`config.mk`:
```
export PLATFORM = sky130hd
export DESIGN_NAME = ar9331_gpio_rx
export DESIGN_NICKNAME = d
export VERILOG_FILES = /design/src/rtl/ar9331_gpio_rx.sv
export SDC_FILE = /design/constraint.sdc
export NUM_CORES = 1
export LEC_CHECK = 0
export ABC_AREA = 1
export BUFFER_PORTS_ARGS = -buffer_cell sky130_fd_sc_hd__buf_2
export CAP_MARGIN = 40
export CORE_AREA = 4 4 104 106
export CTS_BUF_LIST = sky130_fd_sc_hd__clkbuf_8
export DETAILED_ROUTE_END_ITERATION = 12
export DIE_AREA = 0 0 108 110
export SYNTH_ARGS = -nofsm -noshare
export SYNTH_HDL_FRONTEND = slang
export SYNTH_SLANG_ARGS = --single-unit
```
`constraint.sdc`:
```
create_clock -name clk -period 2.8 [get_ports clk]
set_clock_uncertainty 0.15 [all_clocks]
set_input_delay 0 -clock clk [delete_from_list [all_inputs] [get_ports clk]]
set_output_delay 0 -clock clk [all_outputs]
set_load 0.02 [all_outputs]
```
`src/rtl/ar9331_gpio_rx.sv`:
```
// Byte-wide GPIO frame receiver for the AR9331 link: synchronizes the pins,
// acks each byte by toggling gpio_ack and buffers bytes in a small FIFO.
module ar9331_gpio_rx #(
  parameter int unsigned MAX_LEN = 68,
  parameter int unsigned DEPTH   = 4
) (
  input  logic       clk,
  input  logic       rst,
  input  logic       gpio_frame,
  input  logic       gpio_strobe,
  input  logic [7:0] gpio_data,
  output logic       gpio_ack,
  output logic [7:0] m_data,
  output logic       m_valid,
  input  logic       m_ready,
  output logic       frame_done,
  output logic [7:0] frame_len,
  output logic       frame_err
);

  localparam int unsigned AW = $clog2(DEPTH);
  localparam logic [7:0] MAX_B = MAX_LEN[7:0];

  typedef enum logic [2:0] {
    S_IDLE,
    S_WAIT,
    S_STORE,
    S_ACK,
    S_END
  } state_t;

  state_t      state_q, state_d;
  logic        frame_s1_q, frame_s1_d, frame_s2_q, frame_s2_d;
  logic        frame_dl_q, frame_dl_d;
  logic        strb_s1_q, strb_s1_d, strb_s2_q, strb_s2_d;
  logic        strb_dl_q, strb_dl_d;
  logic [7:0]  data_s1_q, data_s1_d, data_s2_q, data_s2_d;
  logic [1:0]  settle_q, settle_d;
  logic [7:0]  byte_q, byte_d;
  logic [7:0]  cnt_q, cnt_d;
  logic        err_q, err_d;
  logic        ack_q, ack_d;
  logic        done_q, done_d;
  logic [7:0]  len_q, len_d;
  logic        ferr_q, ferr_d;
  logic [AW:0] wr_q, wr_d, rd_q, rd_d;
  logic [7:0]  mem_q [DEPTH];
  logic [7:0]  mem_d [DEPTH];
  logic        full, empty, push, pop, rise;

  assign full  = (wr_q[AW] != rd_q[AW]) &&
                 (wr_q[AW-1:0] == rd_q[AW-1:0]);
  assign empty = (wr_q == rd_q);
  assign pop   = !empty && m_ready;
  // the synchronizer needs a few cycles to reflect the pin after reset,
  // so a frame already in flight is not mistaken for a new rise
  assign rise  = frame_s2_q && !frame_dl_q && (settle_q == 2'd3);

  assign gpio_ack   = ack_q;
  assign m_valid    = !empty;
  assign m_data     = empty ? 8'h00 : mem_q[rd_q[AW-1:0]];
  assign frame_done = done_q;
  assign frame_len  = len_q;
  assign frame_err  = ferr_q;

  always_comb begin
    state_d    = state_q;
    frame_s1_d = gpio_frame;
    frame_s2_d = frame_s1_q;
    frame_dl_d = frame_s2_q;
    strb_s1_d  = gpio_strobe;
    strb_s2_d  = strb_s1_q;
    strb_dl_d  = strb_dl_q;
    data_s1_d  = gpio_data;
    data_s2_d  = data_s1_q;
    settle_d   = settle_q;
    byte_d     = byte_q;
    cnt_d      = cnt_q;
    err_d      = err_q;
    ack_d      = ack_q;
    done_d     = 1'b0;
    len_d      = len_q;
    ferr_d     = ferr_q;
    push       = 1'b0;
    if (settle_q != 2'd3) settle_d = settle_q + 2'd1;
    unique case (state_q)
      S_IDLE: begin
        if (rise) begin
          state_d   = S_WAIT;
          cnt_d     = 8'h00;
          err_d     = 1'b0;
          strb_dl_d = strb_s2_q;
        end
      end
      S_WAIT: begin
        if (strb_s2_q != strb_dl_q) begin
          strb_dl_d = strb_s2_q;
          byte_d    = data_s2_q;
          state_d   = S_STORE;
        end else if (!frame_s2_q) begin
          state_d = S_END;
        end
      end
      S_STORE: begin
        if (!frame_s2_q) begin
          err_d   = 1'b1;
          state_d = S_END;
        end else if (cnt_q >= MAX_B) begin
          err_d   = 1'b1;
          state_d = S_ACK;
        end else if (!full) begin
          push    = 1'b1;
          state_d = S_ACK;
        end
      end
      S_ACK: begin
        ack_d = ~ack_q;
        if (cnt_q != 8'hFF) cnt_d = cnt_q + 8'd1;
        state_d = frame_s2_q ? S_WAIT : S_END;
      end
      S_END: begin
        done_d  = 1'b1;
        len_d   = cnt_q;
        ferr_d  = err_q;
        state_d = S_IDLE;
      end
      default: state_d = S_IDLE;
    endcase
  end

  always_comb begin
    mem_d = mem_q;
    if (push) mem_d[wr_q[AW-1:0]] = byte_q;
    wr_d = wr_q + (AW+1)'(push);
    rd_d = rd_q + (AW+1)'(pop);
  end

  always_ff @(posedge clk) begin
    if (rst) begin
      state_q    <= S_IDLE;
      frame_s1_q <= 1'b0;
      frame_s2_q <= 1'b0;
      frame_dl_q <= 1'b0;
      strb_s1_q  <= 1'b0;
      strb_s2_q  <= 1'b0;
      strb_dl_q  <= 1'b0;
      data_s1_q  <= 8'h00;
      data_s2_q  <= 8'h00;
      settle_q   <= 2'd0;
      byte_q     <= 8'h00;
      cnt_q      <= 8'h00;
      err_q      <= 1'b0;
      ack_q      <= 1'b0;
      done_q     <= 1'b0;
      len_q      <= 8'h00;
      ferr_q     <= 1'b0;
      wr_q       <= '0;
      rd_q       <= '0;
      mem_q      <= '{default: 8'h00};
    end else begin
      state_q    <= state_d;
      frame_s1_q <= frame_s1_d;
      frame_s2_q <= frame_s2_d;
      frame_dl_q <= frame_dl_d;
      strb_s1_q  <= strb_s1_d;
      strb_s2_q  <= strb_s2_d;
      strb_dl_q  <= strb_dl_d;
      data_s1_q  <= data_s1_d;
      data_s2_q  <= data_s2_d;
      settle_q   <= settle_d;
      byte_q     <= byte_d;
      cnt_q      <= cnt_d;
      err_q      <= err_d;
      ack_q      <= ack_d;
      done_q     <= done_d;
      len_q      <= len_d;
      ferr_q     <= ferr_d;
      wr_q       <= wr_d;
      rd_q       <= rd_d;
      mem_q      <= mem_d;
    end
  end

endmodule

```
==> results.toml <==
[placed_design]
post-dp-hpwl_um = 6540
gp_congestion = 0.848
io_buffers = 32
placed_cell_area_um2 = 4620

[final_layout]
drive_gt1_share_pct = 11.1
utilization_pct = 51.4
fillerInstances = 991
fin_nets = 698
multi_input_area_um2 = 1820
area.sequential_um2 = 1860
syn_to_final_growth_pct = 15.4
fin_area_um2 = 5030
antenna_cells = 0

[grt]
first_global_vias = 3578
overflow = 0
grt_max_degree = 38
grt_pass1_wl_um = 16000
grt_usage_pct = 16.9
antenna_found_initial = 0

[synth]
syn-num-nets = 650
avgSynthCellArea_um2 = 6.92
synthCells = 630
synth_area_leaders = "dfxtp_1 (43%), inv_1 (12%), nand2_1 (11%)"
yosysTopAreaCell = "dfxtp_1"
post-synth-top-count-cell = "inv_1"
yosysSeqAreaShare_pct = 42.7
ys.flop_type = "dfxtp_1"
ys_top_cells_by_count = "inv_1 (135), nand2_1 (124), dfxtp_1 (93), nor2_1 (91), a21oi_1 (42)"
synthDistinctLibCells = 34
yosys_register_bits = 93
synthesis.yosys.warnings = 0
async_flop_share_pct = 0
synth_edf_count = 0
syn_area_um2 = 4360
synth_top_area_share_pct = 42.7

[sta]
drv_slew = 0
finalHoldViolCount = 0
tightest_slew_ns = 0.707
fin_setup_tns_ns = 0
whs_ns = 0.239
max_clock_freq_mhz = 440
setup_violations = 0
rsz0062_at_grt = "false"
fin_crit_ns = 2.27
period_share_pct = 81.1
slew_headroom_pct = 52.7

[routing]
final_antenna_net_count = 0
num_vias = 3798
finalWirelength_um = 9370
wl_per_cell_um = 11.5
vias_per_cell = 4.65
detail_route.iter0.violations = 160
drc_errors = 0
dr.pass1.iters = 7

[floorplanning]
start_util_pct = 44.6
std_cell_rows = 36
die_y_um = 110
fp.dieW_um = 108
io_pins = 33
coreArea_um2 = 9770
dieArea_um2 = 11900

[setup_path]
cpMostUsedCell = "inv_1"
reg2reg_to = "rd_q[0]"
regToRegStartpoint = "rd_q[1]"
worstPathRequired_ns = 2.91
path_cells = "xnor2_4 > nand4_1 > nand2_1 > inv_1 > ha_1 > inv_1 > nor2_1 > dlygate4sd3_1"
cp.arrival_ns = 2.38
cp-startpoint = "rd_q[1]"
slowest_delay_ns = 0.66
cp_slowest_cell = "dfxtp_1"
start_kind = "register"
crit_type = "register to register"
crit_family = "flip-flops"
r2r_cells = 8
cp-endpoint = "rd_q[0]"
end_kind = "register"
path_depth = 8
worst-path-max-fanout = 11
cp_num_buf_inv = 3
r2r_slack_ns = 0.53

[flow_run]
drv_cap = 0

[clock_tree]
path_clk_slew_ns = 0.10
cts_post_setup_buffers_inserted = 0
ctsHoldBuffers = 22
cts_made_buffers = 9
cts.htree.levels = 3
root_buffer = "clkbuf_8"
cts_buffer_depth = 2
cts_tree = "yes"
clkLatencyLatePin_ns = 0.36
numClockSinks = 93
cts_resized = 0

[power_and_ir_drop]
switching_share_pct = 25.5
vdd_drop_max_mv = 0.286
power_frac_seq_pct = 57.8
comb_power_share_pct = 4.8
internal_power_uw = 1740
p_leak_uw = 0.00235
clkPwrFrac_pct = 37.3
p_switching_uw = 596
p_per_area_nw_per_um2 = 465
finalPower_uw = 2340

[min_path]
hp-class = "primary input to register"
holdPathStages = 4

[run_status]
status = "finished, final reports clean"
[cell usage in the layout, fill, tap and decap left out, types with 2 or more instances in the layout]
| master | count |
|---|---|
| a21oi_1 | 42 |
| a31oi_1 | 2 |
| buf_2 | 32 |
| buf_4 | 7 |
| clkbuf_8 | 9 |
| dfxtp_1 | 93 |
| dlygate4sd3_1 | 22 |
| ha_1 | 7 |
| inv_1 | 135 |
| inv_2 | 3 |
| inv_6 | 5 |
| nand2_1 | 124 |
| nand2_2 | 4 |
| nand3_1 | 9 |
| nand3_4 | 4 |
| nand4_1 | 36 |
| nor2_1 | 91 |
| nor3_1 | 2 |
| o21ai_0 | 38 |
| xnor2_1 | 2 |
[cells by family after synthesis]
family,synth area share (%)
AND/OR/NAND/NOR,28.7
buffers and inverters,15.4
flip-flops,42.7
AO/OA/AOI/OAI,9.96
adder cells (fa/ha/maj),2.01
XOR/XNOR,1.23
[sequential cells by signal (all words and copies together), names as in the netlist, 2 cells and up]
register	count
frame_len	8
data_s1_q	8
mem_q	32
cnt_q	8
settle_q	2
state_q	3
data_s2_q	8
rd_q	3
byte_q	8
wr_q	3
[power groups by stage]
stage	combinational (uW)	clock [uW]	sequential, uW
detailed placement	91.1	0	1380
floorplan	61.2	0	1380
global placement	83.7	0	1380
CTS	113	901	1350
global route	129	957	1360
finish	113	872	1350
[worst reg2reg max path, stage by stage (launching register included)]
cell           delay [ns]
dfxtp_1              0.66
xnor2_4              0.19
nand4_1              0.15
nand2_1              0.09
inv_1                0.04
ha_1                 0.26
inv_1                0.05
nor2_1               0.03
dlygate4sd3_1        0.55
[metal layers]
layer | share of wire (%) | global-route usage [%] | vias up
met4 | 3.1 | 7.66 | 0
met3 | 3.9 | 2.74 | 23
li1 | - | - | 2027
met2 | 46 | 27.8 | 88
met1 | 47 | 21.8 | 1660
met5 | 0 | 0 | -
[area by class of cell]
| cell class | instances | share of cell area [%] |
|---|---|---|
| multi-input cells | 372 | 36.3 |
| flip-flops and latches | 93 | 37.0 |
| inverters | 140 | 10.5 |
| clock inverters | 7 | 1.24 |
| repair buffers | 62 | 9.16 |
| well taps | 133 | 3.31 |
| clock buffers | 9 | 2.46 |
[per-stage QoR]
stage               instances  setup WS (ns)
floorplan                 630          0.713
global placement          777          0.908
detailed placement        778          0.856
CTS                       816          0.543
global route              816          0.444
finish                    816          0.529
[worst min path at each step]
stage | from | end
after floorplan | gpio_data[0] | data_s1_q[0]
after global placement | gpio_data[1] | data_s1_q[1]
after detailed placement | gpio_data[1] | data_s1_q[1]
after CTS | gpio_frame | frame_s1_q
after global routing | strb_s1_q | strb_s2_q
final | gpio_frame | frame_s1_q
(Power assumes the default switching activity.)
